### src/rtl/shift_arbiter_sequencer_pkg.sv
// Shared types and defaults for the round-robin multi-cycle shift sequencer.
package shift_arbiter_sequencer_pkg;

    localparam int unsigned DATA_W           = 32;
    localparam int unsigned AMT_W            = 5;
    localparam int unsigned MAX_STEP_DEFAULT = 4;
    localparam int unsigned ID_W_MAX         = 8;

    typedef enum logic [1:0] {
        IDLE  = 2'd0,
        SHIFT = 2'd1,
        DONE  = 2'd2
    } shift_seq_state_t;

    // The id field is sized for the widest supported ID_W; narrower ids are zero-extended.
    typedef struct packed {
        logic [DATA_W-1:0]   operand;
        logic [AMT_W-1:0]    amount;
        logic                arith;
        logic                lshift;
        logic [ID_W_MAX-1:0] id;
    } shift_req_t;

endpackage

### src/rtl/shift_arbiter_sequencer_shift_step.sv
// Stateless single-step shifter: moves a 32-bit word by 0..MAX_STEP bits in either direction.
module shift_arbiter_sequencer_shift_step
    import shift_arbiter_sequencer_pkg::*;
#(
    parameter int unsigned MAX_STEP = MAX_STEP_DEFAULT,
    parameter int unsigned STEP_W   = $clog2(MAX_STEP + 1)
) (
    input  logic [DATA_W-1:0] data,
    input  logic [STEP_W-1:0] amount,
    input  logic              lshift,
    input  logic              fill,
    output logic [DATA_W-1:0] result
);

    logic [2*DATA_W-1:0] ext;

    assign ext = {{DATA_W{fill}}, data};

    always_comb begin
        result = data;
        for (int unsigned k = 1; k <= MAX_STEP; k++) begin
            if (amount == STEP_W'(k)) begin
                result = lshift ? (data << k) : DATA_W'(ext >> k);
            end
        end
    end

endmodule

### src/rtl/shift_arbiter_sequencer.sv
// Round-robin arbiter sharing one iterative shifter; result held on a valid/ack handshake.
module shift_arbiter_sequencer
    import shift_arbiter_sequencer_pkg::*;
#(
    parameter int unsigned NUM_REQ  = 2,
    parameter int unsigned MAX_STEP = MAX_STEP_DEFAULT,
    parameter int unsigned ID_W     = 3
) (
    input  logic                                            clk,
    input  logic                                            rst,
    input  logic [NUM_REQ-1:0]                              req,
    input  logic [NUM_REQ-1:0][DATA_W-1:0]                  req_operand,
    input  logic [NUM_REQ-1:0][AMT_W-1:0]                   req_amount,
    input  logic [NUM_REQ-1:0]                              req_arith,
    input  logic [NUM_REQ-1:0]                              req_lshift,
    input  logic [NUM_REQ-1:0][ID_W-1:0]                    req_id,
    output logic [NUM_REQ-1:0]                              grant,
    output logic                                            busy,
    output logic                                            result_valid,
    input  logic                                            result_ack,
    output logic [DATA_W-1:0]                               result,
    output logic [ID_W-1:0]                                 result_id,
    output logic [(NUM_REQ > 1 ? $clog2(NUM_REQ) : 1)-1:0]  result_port
);

    localparam int unsigned PORT_W = (NUM_REQ > 1) ? $clog2(NUM_REQ) : 1;
    localparam int unsigned STEP_W = $clog2(MAX_STEP + 1);

    shift_seq_state_t  state;
    shift_req_t        cur;
    logic [PORT_W-1:0] ptr;
    logic [PORT_W-1:0] port_q;

    logic              any_req;
    logic [PORT_W-1:0] sel;
    logic [PORT_W-1:0] ptr_next;
    logic [STEP_W-1:0] step_amt;
    logic [DATA_W-1:0] step_out;

    // Round-robin pick: first requester at or after ptr, wrapping.
    always_comb begin
        int unsigned idx;
        any_req = 1'b0;
        sel     = '0;
        idx     = 0;
        for (int unsigned off = 0; off < NUM_REQ; off++) begin
            idx = (32'(ptr) + off) % NUM_REQ;
            if (!any_req && ((req & (NUM_REQ'(1) << idx)) != '0)) begin
                any_req = 1'b1;
                sel     = PORT_W'(idx);
            end
        end
    end

    assign ptr_next = (32'(sel) == NUM_REQ - 1) ? '0 : sel + PORT_W'(1);

    // Grant is asserted in the capture cycle itself so the requester can drop req right after.
    assign grant = (state == IDLE && any_req) ? (NUM_REQ'(1) << sel) : '0;

    assign step_amt = (cur.amount > AMT_W'(MAX_STEP)) ? STEP_W'(MAX_STEP) : STEP_W'(cur.amount);

    shift_arbiter_sequencer_shift_step #(
        .MAX_STEP (MAX_STEP),
        .STEP_W   (STEP_W)
    ) u_step (
        .data   (cur.operand),
        .amount (step_amt),
        .lshift (cur.lshift),
        .fill   (cur.arith),
        .result (step_out)
    );

    always_ff @(posedge clk) begin
        if (rst) begin
            state  <= IDLE;
            cur    <= '0;
            ptr    <= '0;
            port_q <= '0;
        end else begin
            unique case (state)
                IDLE: begin
                    if (any_req) begin
                        cur.operand <= req_operand[sel];
                        cur.amount  <= req_amount[sel];
                        cur.arith   <= req_arith[sel];
                        cur.lshift  <= req_lshift[sel];
                        cur.id      <= ID_W_MAX'(req_id[sel]);
                        port_q      <= sel;
                        ptr         <= ptr_next;
                        state       <= (req_amount[sel] == '0) ? DONE : SHIFT;
                    end
                end
                SHIFT: begin
                    cur.operand <= step_out;
                    cur.amount  <= cur.amount - AMT_W'(step_amt);
                    if (cur.amount == AMT_W'(step_amt)) begin
                        state <= DONE;
                    end
                end
                DONE: begin
                    if (result_ack) begin
                        state <= IDLE;
                    end
                end
                default: state <= IDLE;
            endcase
        end
    end

    assign busy         = (state != IDLE);
    assign result_valid = (state == DONE);
    assign result       = cur.operand;
    assign result_id    = cur.id[ID_W-1:0];
    assign result_port  = port_q;

endmodule
### config.mk
export PLATFORM = sky130hd
export DESIGN_NAME = shift_arbiter_sequencer
export DESIGN_NICKNAME = d
export VERILOG_FILES = /design/src/rtl/shift_arbiter_sequencer_pkg.sv /design/src/rtl/shift_arbiter_sequencer_shift_step.sv /design/src/rtl/shift_arbiter_sequencer.sv
export SDC_FILE = /design/constraint.sdc
export NUM_CORES = 1
export LEC_CHECK = 0
export ABC_AREA = 1
export CELL_PAD_IN_SITES_DETAIL_PLACEMENT = 0
export CELL_PAD_IN_SITES_GLOBAL_PLACEMENT = 2
export CORE_MARGIN = 2
export CORE_UTILIZATION = 22
export DETAILED_ROUTE_END_ITERATION = 16
export PLACE_DENSITY = 0.85
export REMOVE_ABC_BUFFERS = 1
export SETUP_SLACK_MARGIN = 0.02
export SLEW_MARGIN = 0
export SYNTH_ARGS = -nofsm -noshare
export SYNTH_HDL_FRONTEND = slang
export SYNTH_HIERARCHICAL = 1
export SYNTH_SLANG_ARGS = --single-unit
### constraint.sdc
create_clock -name clk -period 1.9 [get_ports clk]
set_input_delay 0.285 -clock clk [delete_from_list [all_inputs] [get_ports clk]]
set_output_delay 0.285 -clock clk [all_outputs]
set_load 0.01 [all_outputs]
==> impl_metrics.sql, run 1 <==
INSERT INTO impl_metrics (metric_group, metric, value, unit) VALUES
('timing', 'grt_setup_unrepaired', 'true', ''),
('synth', 'synth-main-ff-cell', 'sky130_fd_sc_hd__dfxtp_1', ''),
('outcome', 'run_status', 'complete, no violations', ''),
('pwr', 'pwr-share-clk', '0.109', ''),
('min_path', 'worst_hold_path.num_cells', '2', ''),
('pwr', 'seq_power_share', '0.189', ''),
('cts', 'h-tree-depth', '2', ''),
('pwr', 'max-vdd-ir-drop', '0.501', 'mV'),
('synth', 'yosysUniqueCellTypes', '35', ''),
('pwr', 'power.leakage', '3.15', 'nW'),
('cts', 'cts.reportedPaths.clkPinSlew', '70', 'ps'),
('min_path', 'destination_of_the_worst_hold_path', 'cur[10]$_SDFFE_PP0P_', ''),
('place', 'numPortBuffers', '128', ''),
('pwr', 'netSwitchingPower', '0.00423', 'W'),
('floorplan', 'start_util', '0.224', ''),
('synth', 'postSynthAreaPerCell', '5.61', 'sq um'),
('finish', 'multi_input_area', '0.00343', 'sq mm'),
('setup_path', 'reg2reg_to', 'result[25]$_SDFFE_PP0P_', ''),
('floorplan', 'design.core.area', '0.0218', 'sq mm'),
('grt', 'grt_pass1_wl', '31.6', 'mm'),
('finish', 'area_growth', '45.8', '%'),
('grt', 'vias_in_the_first_global_route', '5897', ''),
('setup_path', 'critical_path.endpoint_type', 'flop', ''),
('timing', 'worst_clock_skew', '6.38', 'ps'),
('finish', 'layout-drive-gt1-share', '0.160', ''),
('synth', 'syn-cell-area', '0.00488', 'sq mm'),
('cts', 'tritoncts_num_sinks', '46', ''),
('detailed_routing', 'antenna_left', '0', ''),
('place', 'placed_area', '0.00660', 'sq mm'),
('setup_path', 'element_type_at_the_critical_path_start', 'flop', ''),
('place', 'routability_driven_placement_congestion_ratio', '0.869', ''),
('synth', 'yosys_warn_count', '6', ''),
('cts', 'clock_insertion_delay_worst_skew', '300', 'ps'),
('timing', 'finalHoldViolations', '0', ''),
('pwr', 'combinationalPowerShare', '0.701', ''),
('detailed_routing', 'viasPerCell', '4.83', ''),
('floorplan', 'die-width', '153', 'um'),
('synth', 'yosys.cell_count.top_type', 'sky130_fd_sc_hd__nand2_1', ''),
('floorplan', 'floorplan.die_area', '0.0234', 'sq mm'),
('min_path', 'hp-start', 'cur[10]$_SDFFE_PP0P_', ''),
('setup_path', 'arrival', '2080', 'ps'),
('synth', 'netlist_top_cells_area', 'sky130_fd_sc_hd__nand2_1 25%, sky130_fd_sc_hd__dfxtp_1 19%, sky130_fd_sc_hd__a21oi_1 13%', ''),
('setup_path', 'timing.critical_path.required', '2090', 'ps'),
('timing', 'finalMaxSlewViolations', '0', ''),
('timing', 'max_freq', '530', 'MHz'),
('synth', 'syn_inst', '871', ''),
('finish', 'finalCoreUtilization', '0.326', ''),
('finish', 'nets', '1082', ''),
('pwr', 'internal_power', '0.00450', 'W'),
('flow_run', 'timing.max_cap.violations', '0', ''),
('setup_path', 'worstPathMaxFanout', '8', ''),
('timing', 'finalSetupViolations', '0', ''),
('cts', 'clock_tree_from_tritoncts', 'built', ''),
('setup_path', 'setup.worst_path.class', 'flop to flop', ''),
('grt', 'grt_overflow', '0', ''),
('detailed_routing', 'finalWirelength', '19.2', 'mm'),
('cts', 'clockBufferDepth', '2', ''),
('pwr', 'p_per_area', '1230', 'mW/mm^2'),
('finish', 'finalInstanceArea', '0.00712', 'sq mm'),
('synth', 'postSynth.asyncResetShare', '0', ''),
('grt', 'grt_antenna_before_repair', '0', ''),
('detailed_routing', 'wire_per_inst', '15.1', 'um'),
('timing', 'final_min_period_over_clock_period', '0.993', ''),
('synth', 'synth_largest_type_area_fraction', '0.251', ''),
('grt', 'track_usage', '0.162', ''),
('pwr', 'power.switching_fraction', '0.485', ''),
('floorplan', 'ios', '129', ''),
('setup_path', 'worst-r2r-cell-count', '13', ''),
('finish', 'n_antenna_cell', '0', ''),
('place', 'dp_hpwl', '14.2', 'mm'),
('timing', 'setup-tns-final', '0', 'ps');
-- cells by family (layout without fill, tap and decap cells) --
kind of cell | count (synthesis) | count (layout) | share of synthesized area
simple gates | 482 | 482 | 0.422
buf+inv | 130 | 252 | 0.155
other cells | 1 | 1 | 0.000768
flops | 46 | 46 | 0.189
compound gates | 211 | 211 | 0.232
fa+ha+maj | 1 | 1 | 0.00256
-- power by group through the flow --
| stage | combinational, W | clock [W] | sequential [W] |
|---|---|---|---|
| 2_1_floorplan | 0.00297 | 0 | 0.00168 |
| 3_3_place_gp | 0.00565 | 0 | 0.00165 |
| 3_5_place_dp | 0.00563 | 0 | 0.00166 |
| 4_1_cts | 0.00568 | 0.000990 | 0.00164 |
| 5_1_grt | 0.00675 | 0.00103 | 0.00172 |
| 6_report | 0.00613 | 0.000954 | 0.00165 |
-- through the flow --
| stage | power (W) | hold slack (ps) | std cells | setup WS (ps) |
|---|---|---|---|---|
| floorplan | 0.00465 | 354 | 780 | -1790 |
| global placement | 0.00730 | 471 | 1255 | -202 |
| detailed placement | 0.00729 | 475 | 1255 | -191 |
| CTS | 0.00831 | 486 | 1264 | 24.5 |
| global route | 0.00950 | 510 | 1273 | -109 |
| finish | 0.00873 | 487 | 1273 | 13.7 |
-- state kept, by name, summed over array words and instances, names as in the netlist --
register	flops
result	32
cur	7
result_id	3
state	2
ptr	1
result_port	1
-- how the worst max path moves through the flow --
stage | startpoint | endpoint | slack [ps] | cells past startpoint
5_1_grt | cur[14]$_SDFFE_PP0P_ | result[25]$_SDFFE_PP0P_ | -110 | 13
2_1_floorplan | cur[13]$_SDFFE_PP0P_ | result[31]$_SDFFE_PP0P_ | -1790 | 12
3_3_place_gp | req[0] | grant[0] | -200 | 6
4_1_cts | cur[13]$_SDFFE_PP0P_ | result[3]$_SDFFE_PP0P_ | 20 | 13
3_5_place_dp | req[0] | grant[0] | -190 | 6
6_report | cur[14]$_SDFFE_PP0P_ | result[25]$_SDFFE_PP0P_ | 10 | 13
-- worst max-delay path, cell delays in order (launching register included) --
cell and delay, ps:
sky130_fd_sc_hd__dfxtp_2 340, sky130_fd_sc_hd__nor2_4 130, sky130_fd_sc_hd__nand2_4 80, sky130_fd_sc_hd__nor2_4 130
sky130_fd_sc_hd__buf_12 130, sky130_fd_sc_hd__nand3_4 180, sky130_fd_sc_hd__buf_12 190, sky130_fd_sc_hd__buf_4 130
sky130_fd_sc_hd__nand2_1 50, sky130_fd_sc_hd__nand2_1 50, sky130_fd_sc_hd__nand2_1 70, sky130_fd_sc_hd__a31oi_2 90
sky130_fd_sc_hd__a21oi_1 130, sky130_fd_sc_hd__a21oi_1 70
-- cell type report --
type	instances	area share
Inverter	39	0.0216
Timing Repair Buffer	205	0.296
Multi-Input combinational cell	695	0.482
Clock buffer	6	0.0195
Clock inverter	2	0.00176
Sequential cell	46	0.130
Tap cell	280	0.0492
-- cell usage in the layout, fill, tap and decap left out, types with 12 or more instances in the layout --
cell type | synthesis | routed
sky130_fd_sc_hd__nand2_1 | 327 | 318
sky130_fd_sc_hd__clkdlybuf4s50_1 | 0 | 126
sky130_fd_sc_hd__a21oi_1 | 122 | 103
sky130_fd_sc_hd__nand3_1 | 94 | 89
sky130_fd_sc_hd__buf_4 | 49 | 51
sky130_fd_sc_hd__o21ai_0 | 48 | 46
sky130_fd_sc_hd__dfxtp_1 | 46 | 42
sky130_fd_sc_hd__inv_1 | 32 | 31
sky130_fd_sc_hd__nor2_1 | 31 | 23
sky130_fd_sc_hd__a21oi_2 | 1 | 20
sky130_fd_sc_hd__buf_12 | 0 | 16
sky130_fd_sc_hd__a31oi_1 | 22 | 15
sky130_fd_sc_hd__nor3b_1 | 12 | 12
-- metal layers --
layer,global-route usage,vias to the layer above
met5,0,-
met4,0.0353,0
met3,0.0292,22
met2,0.262,219
met1,0.226,2813
li1,-,3100
-- repair_timing --
action,4_1_cts,5_1_grt
endpoints found under the setup margin,33,34
pin swaps,1,22
hold buffers,0,0
gates resized for setup,7,69
cloned,0,1
setup buffers,1,8
No activity file was read; power rests on OpenSTA's default activity.
==> run 2: changes to the inputs <==
--- a/config.mk
+++ b/config.mk
@@ -5,13 +5,14 @@
 export SDC_FILE = /design/constraint.sdc
 export NUM_CORES = 1
 export LEC_CHECK = 0
-export ABC_AREA = 1
+export ABC_AREA = 0
 export CELL_PAD_IN_SITES_DETAIL_PLACEMENT = 0
 export CELL_PAD_IN_SITES_GLOBAL_PLACEMENT = 2
 export CORE_MARGIN = 2
-export CORE_UTILIZATION = 22
+export CORE_UTILIZATION = 26
 export DETAILED_ROUTE_END_ITERATION = 16
 export PLACE_DENSITY = 0.85
+export RECOVER_POWER = 25
 export REMOVE_ABC_BUFFERS = 1
 export SETUP_SLACK_MARGIN = 0.02
 export SLEW_MARGIN = 0
==> run 2 against run 1 <==
The flow now finishes with violations (setup timing). Worst hold slack lost 200 ps. Cell area increased by 12%. Total power rose by 3.4%. Global-route usage up 0.90 points. Wire length is 0.83% higher. Via count is 4.1% lower. Synthesized cell count down 20%. First-iteration DRC count is 13% lower. Maximum frequency shrank 12%. Critical path type unchanged. Largest cell class unchanged.
==> impl_metrics.sql, run 2 <==
INSERT INTO impl_metrics (metric_group, metric, value, unit) VALUES
('setup_path', 'setup.worst_path.class', 'flop to flop', ''),
('detailed_routing', 'number_of_design_rule_violations_left_after_detail_routing', '0', ''),
('synth', 'postSynthAreaPerCell', '7.79', 'sq um'),
('timing', 'finalHoldViolations', '0', ''),
('synth', 'number_of_enable_type_register_cells_in_the_synthesized_netlist', '0', ''),
('grt', 'grt_antenna_before_repair', '0', ''),
('timing', 'post-route-worst-setup-slack', '-234', 'ps'),
('finish', 'n_antenna_cell', '0', ''),
('setup_path', 'arrival', '2360', 'ps'),
('cts', 'cts_hold_buf', '0', ''),
('pwr', 'p_per_area', '1130', 'mW/mm^2'),
('synth', 'yosysUniqueCellTypes', '57', ''),
('timing', 'grt_setup_unrepaired', 'true', ''),
('place', 'routability_driven_placement_congestion_ratio', '0.848', ''),
('setup_path', 'cp_cell_sequence', 'nor3_2 > buf_4 > and2_4 > nor3b_4 > buf_6 > buf_12 > nor2_2 > a31o_1 > a31oi_1 > o21ai_1 > a211oi_1', ''),
('finish', 'layout-drive-gt1-share', '0.310', ''),
('synth', 'postSynthRegisterBits', '46', ''),
('cts', 'numCtsBuffers', '5', ''),
('detailed_routing', 'wire_per_inst', '17.5', 'um'),
('synth', 'postSynth.asyncResetShare', '0', ''),
('floorplan', 'std_cell_rows', '53', ''),
('outcome', 'violations', 'setup timing', ''),
('timing', 'final_min_period_over_clock_period', '1.12', ''),
('detailed_routing', 'finalWirelength', '19.4', 'mm'),
('cts', 'h-tree-depth', '2', ''),
('timing', 'finalMaxSlewViolations', '0', ''),
('setup_path', 'critical_path.endpoint_type', 'flop', ''),
('setup_path', 'critPathMaxStageDelay', '320', 'ps'),
('finish', 'commonest_cells_after_routing_fill_and_taps_aside', '118 x sky130_fd_sc_hd__clkdlybuf4s50_1, 69 x sky130_fd_sc_hd__buf_4, 56 x sky130_fd_sc_hd__o21ai_0', ''),
('timing', 'worst-slew-pin-transition', '500', 'ps'),
('cts', 'tritoncts_num_sinks', '46', ''),
('cts', 'clockBufferDepth', '2', ''),
('setup_path', 'reg2reg_slack', '-230', 'ps'),
('detailed_routing', 'viasPerCell', '5.32', ''),
('timing', 'max_freq', '469', 'MHz'),
('grt', 'grt_overflow', '0', ''),
('grt', 'grt_pass1_wl', '30.8', 'mm'),
('floorplan', 'chipHeight', '149', 'um'),
('timing', 'worst_clock_skew', '5.33', 'ps'),
('grt', 'track_usage', '0.171', ''),
('timing', 'setup-tns-final', '-5240', 'ps'),
('finish', 'layout.cells.most_common', 'sky130_fd_sc_hd__clkdlybuf4s50_1', ''),
('synth', 'synth_largest_type_area_fraction', '0.169', ''),
('finish', 'area_growth', '46.4', '%'),
('timing', 'timing.final.crit_period', '2130', 'ps'),
('setup_path', 'element_type_at_the_critical_path_start', 'flop', ''),
('synth', 'synth_top_area_cell', 'sky130_fd_sc_hd__dfxtp_1', ''),
('grt', 'largest_net_degree_at_the_start_of_global_routing', '38', ''),
('floorplan', 'design.core.area', '0.0208', 'sq mm'),
('finish', 'nets', '924', ''),
('detailed_routing', 'detailroute.via_count', '5903', ''),
('cts', 'clock_tree_from_tritoncts', 'built', ''),
('synth', 'syn_inst', '701', ''),
('min_path', 'hold_path.class', 'input pin to flop', ''),
('detailed_routing', 'drt_first_iter_violations', '464', ''),
('floorplan', 'ios', '129', ''),
('grt', 'vias_in_the_first_global_route', '5673', ''),
('cts', 'clk_root_buffer_cell', 'sky130_fd_sc_hd__clkbuf_16', ''),
('synth', 'yosys.cell_count.top_type', 'sky130_fd_sc_hd__o21ai_0', ''),
('cts', 'cts.reportedPaths.clkPinSlew', '70', 'ps'),
('place', 'numPortBuffers', '128', ''),
('synth', 'post_synth_most_frequent_cells', '90 x sky130_fd_sc_hd__o21ai_0, 62 x sky130_fd_sc_hd__nor2_1, 46 x sky130_fd_sc_hd__dfxtp_1, 42 x sky130_fd_sc_hd__nand2_1, 40 x sky130_fd_sc_hd__a211oi_1', ''),
('floorplan', 'floorplan.die_area', '0.0222', 'sq mm'),
('pwr', 'max-vdd-ir-drop', '0.429', 'mV'),
('finish', 'max_reg_flops', '32', ''),
('timing', 'finalSetupViolations', '34', ''),
('synth', 'synth-main-ff-cell', 'sky130_fd_sc_hd__dfxtp_1', ''),
('setup_path', 'critPathSlowestCell', 'sky130_fd_sc_hd__dfxtp_2', ''),
('floorplan', 'start_util', '0.262', ''),
('flow_run', 'timing.max_cap.violations', '0', ''),
('setup_path', 'timing.critical_path.required', '2120', 'ps'),
('timing', 'max_slew_headroom', '0.666', ''),
('outcome', 'run_status', 'complete, but fails checks', ''),
('synth', 'netlist_top_cells_area', 'sky130_fd_sc_hd__dfxtp_1 17%, sky130_fd_sc_hd__mux4_2 11%, sky130_fd_sc_hd__o21ai_0 8.2%', ''),
('place', 'dp_hpwl', '13.3', 'mm'),
('synth', 'yosys_warn_count', '6', ''),
('synth', 'syn-cell-area', '0.00546', 'sq mm'),
('detailed_routing', 'antenna_left', '0', ''),
('cts', 'clock_insertion_delay_worst_skew', '310', 'ps'),
('floorplan', 'die-width', '149', 'um'),
('timing', 'fin_hold_ws', '290', 'ps'),
('place', 'pre_cts_slack', '-372', 'ps'),
('detailed_routing', 'drtPass1Iterations', '7', ''),
('setup_path', 'worstPathMaxFanout', '7', ''),
('synth', 'synth-seq-area-share', '0.169', ''),
('pwr', 'power.leakage', '2.95', 'nW');
==> run 2: changes by cell type after synthesis, sizes merged, moves of 27 or more <==
| cell | change |
|---|---|
| nand2 | -289 |
| a21oi | -114 |
| nand3 | -88 |
| o21ai | +43 |
| a211oi | +42 |
| a21boi | +35 |
| and3 | +35 |
| mux2i | +29 |
| nor2 | +29 |
| mux4 | +27 |
==> run 2: repair_timing <==
item	in CTS	in global routing
cloned	4	1
resized for setup	108	53
pin swaps	94	37
endpoints found under the setup margin	36	41
setup buffers	13	11
==> run 2: layout make-up <==
class                           instances  area [sq um]
Sequential cell                        46           937
Multi-Input combinational cell        533          4210
Clock inverter                          2          10.0
Inverter                               12          48.8
Clock buffer                            6           129
Tap cell                              275           344
Timing Repair Buffer                  236          2320
Fill cell                            2116         12800
==> run 2: through the flow <==
stage               utilization  total power, W  instance area [sq um]  cells
floorplan                     -         0.00466                   4800    590
global placement          0.344         0.00696                   7150   1076
detailed placement        0.344         0.00698                   7150   1076
CTS                       0.372         0.00851                   7750   1101
global route              0.384         0.00966                   8000   1110
finish                    0.384         0.00903                   8000   1110
==> run 2: critical path, delay by kind of cell (launching register included) <==
family                 cells  cell delay [ps]
AOI/OAI and AO/OA          4              660
DFF                        1              320
buffers and inverters      3              470
and+or+nand+nor            4              600
==> run 2: metal layers <==
| layer | track usage | vias to the layer above | part of all wire |
|---|---|---|---|
| met5 | 0 | - | 0 |
| met4 | 0.0538 | 0 | 0.019 |
| met3 | 0.0367 | 16 | 0.050 |
| met2 | 0.274 | 163 | 0.47 |
| met1 | 0.230 | 2849 | 0.46 |
| li1 | - | 2875 | - |
==> run 2: power by group <==
part | internal [W] | switching [W] | total, W
Clock | 0.000485 | 0.000420 | 0.000905
Combinational | 0.00333 | 0.00287 | 0.00621
Sequential | 0.00124 | 0.000678 | 0.00192
Total | 0.00506 | 0.00397 | 0.00903
==> run 2: cells by family after synthesis <==
group | count (synthesis) | share of synthesized area
mux | 82 | 0.218
xor+xnor | 1 | 0.00160
other cells | 1 | 0.000686
fa+ha+maj | 1 | 0.00229
simple gates | 183 | 0.167
compound gates | 264 | 0.312
flops | 46 | 0.169
buf+inv | 123 | 0.129
==> run 2: worst paths after layout <==
check                                          startpoint                         to  cells after the start
worst min-delay path                                  rst      state[1]$_SDFFE_PP0P_                      2
worst max-delay path                 cur[13]$_SDFFE_PP0P_     result[8]$_SDFFE_PP0P_                     11
worst max register to register       cur[13]$_SDFFE_PP0P_     result[8]$_SDFFE_PP0P_                     11
worst min register to register  result_id[0]$_SDFFE_PP0P_  result_id[0]$_SDFFE_PP0P_                      2
